File: src/rtl/fetch_pkg.sv
// Shared encodings for the queued fetch unit: branch class, condition codes,
// CPSR flag bit positions and the fetch FSM state type.
package fetch_pkg;

   localparam logic [2:0] BR_CLASS = 3'b110;

   localparam logic [3:0] COND_EQ = 4'b0000;
   localparam logic [3:0] COND_NE = 4'b0001;
   localparam logic [3:0] COND_CS = 4'b0010;
   localparam logic [3:0] COND_CC = 4'b0011;
   localparam logic [3:0] COND_MI = 4'b0100;
   localparam logic [3:0] COND_PL = 4'b0101;
   localparam logic [3:0] COND_VS = 4'b0110;
   localparam logic [3:0] COND_VC = 4'b0111;
   localparam logic [3:0] COND_HI = 4'b1000;
   localparam logic [3:0] COND_LS = 4'b1001;
   localparam logic [3:0] COND_GE = 4'b1010;
   localparam logic [3:0] COND_LT = 4'b1011;
   localparam logic [3:0] COND_GT = 4'b1100;
   localparam logic [3:0] COND_LE = 4'b1101;
   localparam logic [3:0] COND_AL = 4'b1110;
   localparam logic [3:0] COND_NV = 4'b1111;

   localparam int FLAG_N = 3;
   localparam int FLAG_C = 2;
   localparam int FLAG_Z = 1;
   localparam int FLAG_V = 0;

   typedef enum logic [1:0] {
      ST_IDLE,
      ST_REQ,
      ST_WAIT
   } fetch_state_e;

endpackage

File: src/rtl/cond_eval.sv
// Combinational branch condition evaluator over CPSR {N,C,Z,V}.
module cond_eval
   import fetch_pkg::*;
(
   input  logic [3:0] flags,
   input  logic [3:0] cond,
   output logic       taken
);

   logic n, c, z, v;

   assign n = flags[FLAG_N];
   assign c = flags[FLAG_C];
   assign z = flags[FLAG_Z];
   assign v = flags[FLAG_V];

   always_comb begin
      taken = 1'b0;
      case (cond)
         COND_EQ: taken = z;
         COND_NE: taken = !z;
         COND_CS: taken = c;
         COND_CC: taken = !c;
         COND_MI: taken = n;
         COND_PL: taken = !n;
         COND_VS: taken = v;
         COND_VC: taken = !v;
         COND_HI: taken = c && !z;
         COND_LS: taken = !(c && !z);
         COND_GE: taken = (n == v);
         COND_LT: taken = (n != v);
         COND_GT: taken = !z && (n == v);
         COND_LE: taken = !(!z && (n == v));
         COND_AL: taken = 1'b1;
         default: taken = 1'b0;
      endcase
   end

endmodule

File: src/rtl/fetch_unit_q.sv
// Queued instruction fetch: one outstanding imem request, FIFO of {instr, pc},
// branches resolved at the queue head, non-branches handed to decode.
module fetch_unit_q
   import fetch_pkg::*;
#(
   parameter int                ADDR_W     = 32,
   parameter int                DATA_W     = 32,
   parameter int                IMM_W      = 16,
   parameter int                FIFO_DEPTH = 4,
   parameter logic [ADDR_W-1:0] RESET_PC   = '0
)(
   input  logic              clk,
   input  logic              reset,
   output logic              imem_req_valid,
   input  logic              imem_req_ready,
   output logic [ADDR_W-1:0] imem_req_addr,
   input  logic              imem_rsp_valid,
   input  logic [DATA_W-1:0] imem_rsp_data,
   input  logic [3:0]        flags,
   input  logic              flags_valid,
   input  logic              redirect_valid,
   input  logic [ADDR_W-1:0] redirect_pc,
   output logic              instr_valid,
   input  logic              instr_ready,
   output logic [DATA_W-1:0] instr_data,
   output logic [ADDR_W-1:0] instr_pc,
   output logic              br_resolved,
   output logic              br_taken
);

   localparam int PTR_W = $clog2(FIFO_DEPTH);
   localparam int CNT_W = PTR_W + 1;
   localparam logic [CNT_W-1:0] DEPTH_C = CNT_W'(FIFO_DEPTH);

   logic [DATA_W-1:0] q_data [FIFO_DEPTH];
   logic [ADDR_W-1:0] q_pc   [FIFO_DEPTH];

   fetch_state_e      state_reg, state_next;
   logic [ADDR_W-1:0] fetch_pc_reg, fetch_pc_next;
   logic [ADDR_W-1:0] req_pc_reg, req_pc_next;
   logic              drop_reg, drop_next;
   logic [PTR_W-1:0]  wr_ptr_reg, rd_ptr_reg;
   logic [CNT_W-1:0]  count_reg, count_next;

   logic [DATA_W-1:0] head_data;
   logic [ADDR_W-1:0] head_pc, br_target, flush_pc;
   logic [IMM_W-1:0]  head_imm;
   logic [3:0]        head_cond;
   logic              q_empty, head_is_br, needs_flags, cond_taken;
   logic              br_fire, br_take, flush, deliver, push, pop, req_fire;

   assign head_data   = q_data[rd_ptr_reg];
   assign head_pc     = q_pc[rd_ptr_reg];
   assign q_empty     = (count_reg == '0);
   assign head_is_br  = !q_empty && (head_data[DATA_W-1 -: 3] == BR_CLASS);
   assign head_cond   = head_data[DATA_W-4 -: 4];
   assign head_imm    = head_data[IMM_W-1:0];
   assign br_target   = head_pc + {{(ADDR_W-IMM_W){head_imm[IMM_W-1]}}, head_imm};
   assign needs_flags = (head_cond != COND_AL) && (head_cond != COND_NV);

   cond_eval u_cond_eval (
      .flags (flags),
      .cond  (head_cond),
      .taken (cond_taken)
   );

   // An external redirect swallows a branch resolving in the same cycle.
   assign br_fire  = head_is_br && (flags_valid || !needs_flags) && !redirect_valid;
   assign br_take  = br_fire && cond_taken;
   assign flush    = redirect_valid || br_take;
   assign flush_pc = redirect_valid ? redirect_pc : br_target;

   assign deliver  = !q_empty && !head_is_br;
   assign pop      = (deliver && instr_ready) || br_fire;
   assign req_fire = (state_reg == ST_REQ) && imem_req_ready;
   assign push     = (state_reg == ST_WAIT) && imem_rsp_valid && !drop_reg && !flush;

   always_comb begin
      count_next = count_reg + CNT_W'(push) - CNT_W'(pop);
      if (flush) count_next = '0;
   end

   always_comb begin
      state_next    = state_reg;
      fetch_pc_next = fetch_pc_reg;
      req_pc_next   = req_pc_reg;
      drop_next     = drop_reg;
      case (state_reg)
         ST_IDLE: if (count_reg < DEPTH_C) state_next = ST_REQ;
         ST_REQ: begin
            if (req_fire) begin
               req_pc_next   = fetch_pc_reg;
               fetch_pc_next = fetch_pc_reg + ADDR_W'(4);
               state_next    = ST_WAIT;
            end
         end
         ST_WAIT: begin
            if (imem_rsp_valid) begin
               drop_next  = 1'b0;
               state_next = (count_next < DEPTH_C) ? ST_REQ : ST_IDLE;
            end
         end
         default: state_next = ST_IDLE;
      endcase
      // A request accepted now, or a response still owed, belongs to the old path.
      if (flush) begin
         fetch_pc_next = flush_pc;
         if (req_fire || ((state_reg == ST_WAIT) && !imem_rsp_valid)) drop_next = 1'b1;
      end
   end

   always_ff @(posedge clk or negedge reset) begin
      if (!reset) begin
         state_reg    <= ST_IDLE;
         fetch_pc_reg <= RESET_PC;
         req_pc_reg   <= '0;
         drop_reg     <= 1'b0;
         count_reg    <= '0;
         wr_ptr_reg   <= '0;
         rd_ptr_reg   <= '0;
      end else begin
         state_reg    <= state_next;
         fetch_pc_reg <= fetch_pc_next;
         req_pc_reg   <= req_pc_next;
         drop_reg     <= drop_next;
         count_reg    <= count_next;
         if (flush) begin
            wr_ptr_reg <= '0;
            rd_ptr_reg <= '0;
         end else begin
            if (push) wr_ptr_reg <= wr_ptr_reg + PTR_W'(1);
            if (pop)  rd_ptr_reg <= rd_ptr_reg + PTR_W'(1);
         end
      end
   end

   always_ff @(posedge clk) begin
      if (push) begin
         q_data[wr_ptr_reg] <= imem_rsp_data;
         q_pc[wr_ptr_reg]   <= req_pc_reg;
      end
   end

   assign imem_req_valid = (state_reg == ST_REQ);
   assign imem_req_addr  = imem_req_valid ? fetch_pc_reg : '0;
   assign instr_valid    = deliver;
   assign instr_data     = deliver ? head_data : '0;
   assign instr_pc       = deliver ? head_pc : '0;
   assign br_resolved    = br_fire;
   assign br_taken       = br_take;

endmodule

File: config.mk
export PLATFORM = sky130hd
export DESIGN_NAME = fetch_unit_q
export DESIGN_NICKNAME = d
export VERILOG_FILES = /design/src/rtl/fetch_pkg.sv /design/src/rtl/cond_eval.sv /design/src/rtl/fetch_unit_q.sv
export SDC_FILE = /design/constraint.sdc
export NUM_CORES = 1
export LEC_CHECK = 0
export CAP_MARGIN = 10
export CORE_MARGIN = 2
export CORE_UTILIZATION = 41
export DETAILED_ROUTE_END_ITERATION = 10
export GPL_ROUTABILITY_DRIVEN = 0
export PLACE_DENSITY = 0.67
export SLEW_MARGIN = 10
export SYNTH_ARGS = -nofsm -noshare
export SYNTH_HDL_FRONTEND = slang
export SYNTH_HIERARCHICAL = 1
export SYNTH_SLANG_ARGS = --single-unit
export TNS_END_PERCENT = 5
File: constraint.sdc
create_clock -name clk -period 10.99 [get_ports clk]
set_clock_uncertainty 0.2 [all_clocks]
set_input_delay 2.198 -clock clk [delete_from_list [all_inputs] [get_ports clk]]
set_output_delay 2.198 -clock clk [all_outputs]
set_load 0.05 [all_outputs]
==> flow_summary.ini <==
[hold_path]
whs_path_depth = 2
min_from = fetch_pc_reg[0]
hold_end = req_pc_reg[0]
min_path_type = reg -> reg

[routing]
vias_per_cell = 5.37
drtPass1Iterations = 5
drc = 0
antenna_left = 0
wl_per_cell_um = 20.7
num_vias = 10000
routed_wl_um = 38500
drt_first_iter_violations = 653

[cells_and_area]
syn_to_final_growth_pct = 21.5
final_area_um2 = 18900
largestRegisters = q_data x128, q_pc x128
nNetsFinal = 1438
multiInputGateArea_um2 = 5650
n_fill_cell = 3304
seq_area_um2 = 9540
drive_above_1_share_pct = 12.1

[job]
maxCapViolCount = 0

[die]
die_area_um2 = 39500
die_w_um = 199
io_pins = 175
initial_utilization_pct = 41.5
fp.coreArea_um2 = 37500
dieHeight_um = 199
num_rows = 71

[timing]
tightestPinTransition_ps = 1100
slew_headroom_pct = 26.7
tns_ps = 0
hold_viol = 0
fmax_mhz = 129
drv_slew = 0
setup_slack_ps = 3260
finalCritPeriodShare_pct = 70.3
rsz0062_at_grt = false
min_period_ps = 7730
setup-violations-final = 0

[logic_synthesis]
yosys_warnings = 6
async_flop_share_pct = 22.4
synthAdderAreaFrac_pct = 3.31
ys_ff_latch = 330
synthesis.nets = 1273
avgSynthCellArea_um2 = 13.4
syn_area_um2 = 15600
synth_edf_count = 256
synthMuxAreaShare_pct = 9.45
postSynthCellCount = 1158
synth_area_leader_cell = edfxtp_1
synth_xor_area_share_pct = 3.15
seq_area_frac_synth_pct = 61.3
synth-compound-area-share_pct = 7.53
synth_most_common_cell = edfxtp_1
synth.distinct_cells = 73
yosys-top-cells-count = 256 x edfxtp_1, 148 x nand2_1, 77 x and3_1
synth_simple_gate_area_share_pct = 12.8
synth.area.top_cells = edfxtp_1 49%, dfrtp_1 12%, mux4_2 9.3%, nand2_1 3.6%, and3_1 3.1%
synth.top_cell.area_share_pct = 49.4
synth_ff_type = edfxtp_1
synth_top_family_by_area = simple AND/OR/NAND/NOR gates

[clocking]
cts_setup_buffers = 0
cts_tree = built
cts_sinks = 330
clk_latency_ps = 520
cts_made_buffers = 35
clk_pin_slew_ps = 60
cts_root_buf = clkbuf_16
cts_buffer_depth = 3
htreeDepth = 2
cts_hold_buffers = 0
cts_resized = 0

[setup_path]
worst-path-buf-inv = 4
crit_family = buffers and inverters
crit_type = in -> out
crit_required_ps = 8590
slowest_delay_ps = 800
end_kind = primary output
cp_common_cell = clkdlybuf4s50_1
cp-start-kind = input pin
reg2reg_depth = 16
crit_chain = clkdlybuf4s50_1 > or3b_1 > a21o_1 > a21oi_2 > o21ai_1 > a32oi_1 > and3_1 > buf_4 > nand2_2 > inv_2 > clkdlybuf4s50_1
rrSetupSlack_ps = 5750
worst_path_max_delay_cell = clkdlybuf4s50_1
r2r-end = state_reg[0]
critPathArrivalTime_ps = 5330
cp_max_fo = 33
r2r-start = rd_ptr_reg[0]

[power_and_ir_drop]
leakage_nw = 7.03
vdd_drop_max_mv = 0.159
p_total_mw = 5.02
pwr_density_cell_nw_per_um2 = 265

[place]
place_area_um2 = 17800
numPortBuffers = 174
dp_hpwl_um = 24900
pre_cts_slack_ps = 3250

[global_route]
antenna_found_initial = 3
grtUsageTotal_pct = 19.6
grt_max_degree = 72
grt_pass1_vias = 10000
overflow = 0
grt_first_pass_wirelength_um = 58500

[outcome]
status = finished, final reports clean
-- cell usage in the layout (no fill, tap or decap), drive strengths merged, types with 4 or more instances in the layout --
| cell type | count |
|---|---|
| inv | 30 |
| nand4 | 13 |
| dfrtp | 74 |
| o22ai | 6 |
| nor2b | 5 |
| xnor2 | 24 |
| o21bai | 4 |
| a211oi | 11 |
| mux4 | 64 |
| buf | 16 |
| and3 | 78 |
| a21o | 16 |
| edfxtp | 256 |
| nand2 | 149 |
| o211ai | 4 |
| nor2 | 51 |
| nor3 | 15 |
| o21a | 8 |
| clkbuf | 42 |
| or3 | 6 |
| a21oi | 61 |
| and2 | 36 |
| clkinv | 17 |
| a31oi | 9 |
| clkdlybuf4s50 | 172 |
| ha | 38 |
| nand3 | 18 |
| xor2 | 32 |
| o21ai | 39 |
| nand2b | 7 |
-- worst reg2reg max path, delay by kind of cell (launching register included) --
kind,cells,cell delay (ps)
fa+ha+maj,3,720
xor+xnor,1,300
simple gates,5,1430
flops,1,910
mux,1,610
buf+inv,3,450
compound gates,3,520
-- cell families after synthesis --
kind of cell    Yosys count
compound gates          183
xor+xnor                 56
fa+ha+maj                40
buf+inv                  89
flops                   330
mux                      67
simple gates            393
-- worst max path at each step --
stage	startpoint	end	slack (ps)	cells after the start
floorplan	flags[3]	br_taken	4890	9
global placement	flags[3]	br_taken	3310	11
detailed placement	flags[3]	br_taken	3250	11
CTS	flags[3]	br_taken	3250	11
global route	flags[3]	br_taken	3070	11
finish	flags[3]	br_taken	3260	11
-- report_power, final --
group / leakage [nW] / internal [mW] / switching, mW / total, mW
clock: 0.559 / 0.679 / 0.474 / 1.15
sequential: 3.22 / 1.51 / 0.143 / 1.65
combinational: 3.25 / 0.809 / 1.41 / 2.22
total: 7.03 / 2.99 / 2.03 / 5.02
-- metrics by stage --
step,instances,util [%],hold slack (ps)
after floorplan,1158,-,252
after global placement,1797,47.4,271
after detailed placement,1797,47.4,276
after CTS,1861,50.4,294
after global routing,1861,50.4,337
final,1863,50.5,289
-- layout make-up --
cell class / instances / share of cell area (%)
clock buffer: 42 / 4.93
timing repair buffer: 188 / 9.72
tap: 511 / 3.38
inverter: 29 / 0.575
clock inverter: 22 / 1.03
antenna: 2 / 0.0265
multi-input combinational: 739 / 29.9
sequential: 330 / 50.5
-- routing by layer --
metal	track usage (%)	share of wire, %	vias up
li1	-	-	4685
met5	0	0.042	-
met1	26.7	44	4980
met4	5.44	2.1	2
met3	3.19	5.7	53
met2	32.7	49	288
Note: power is estimated with default switching activity, not from simulation.
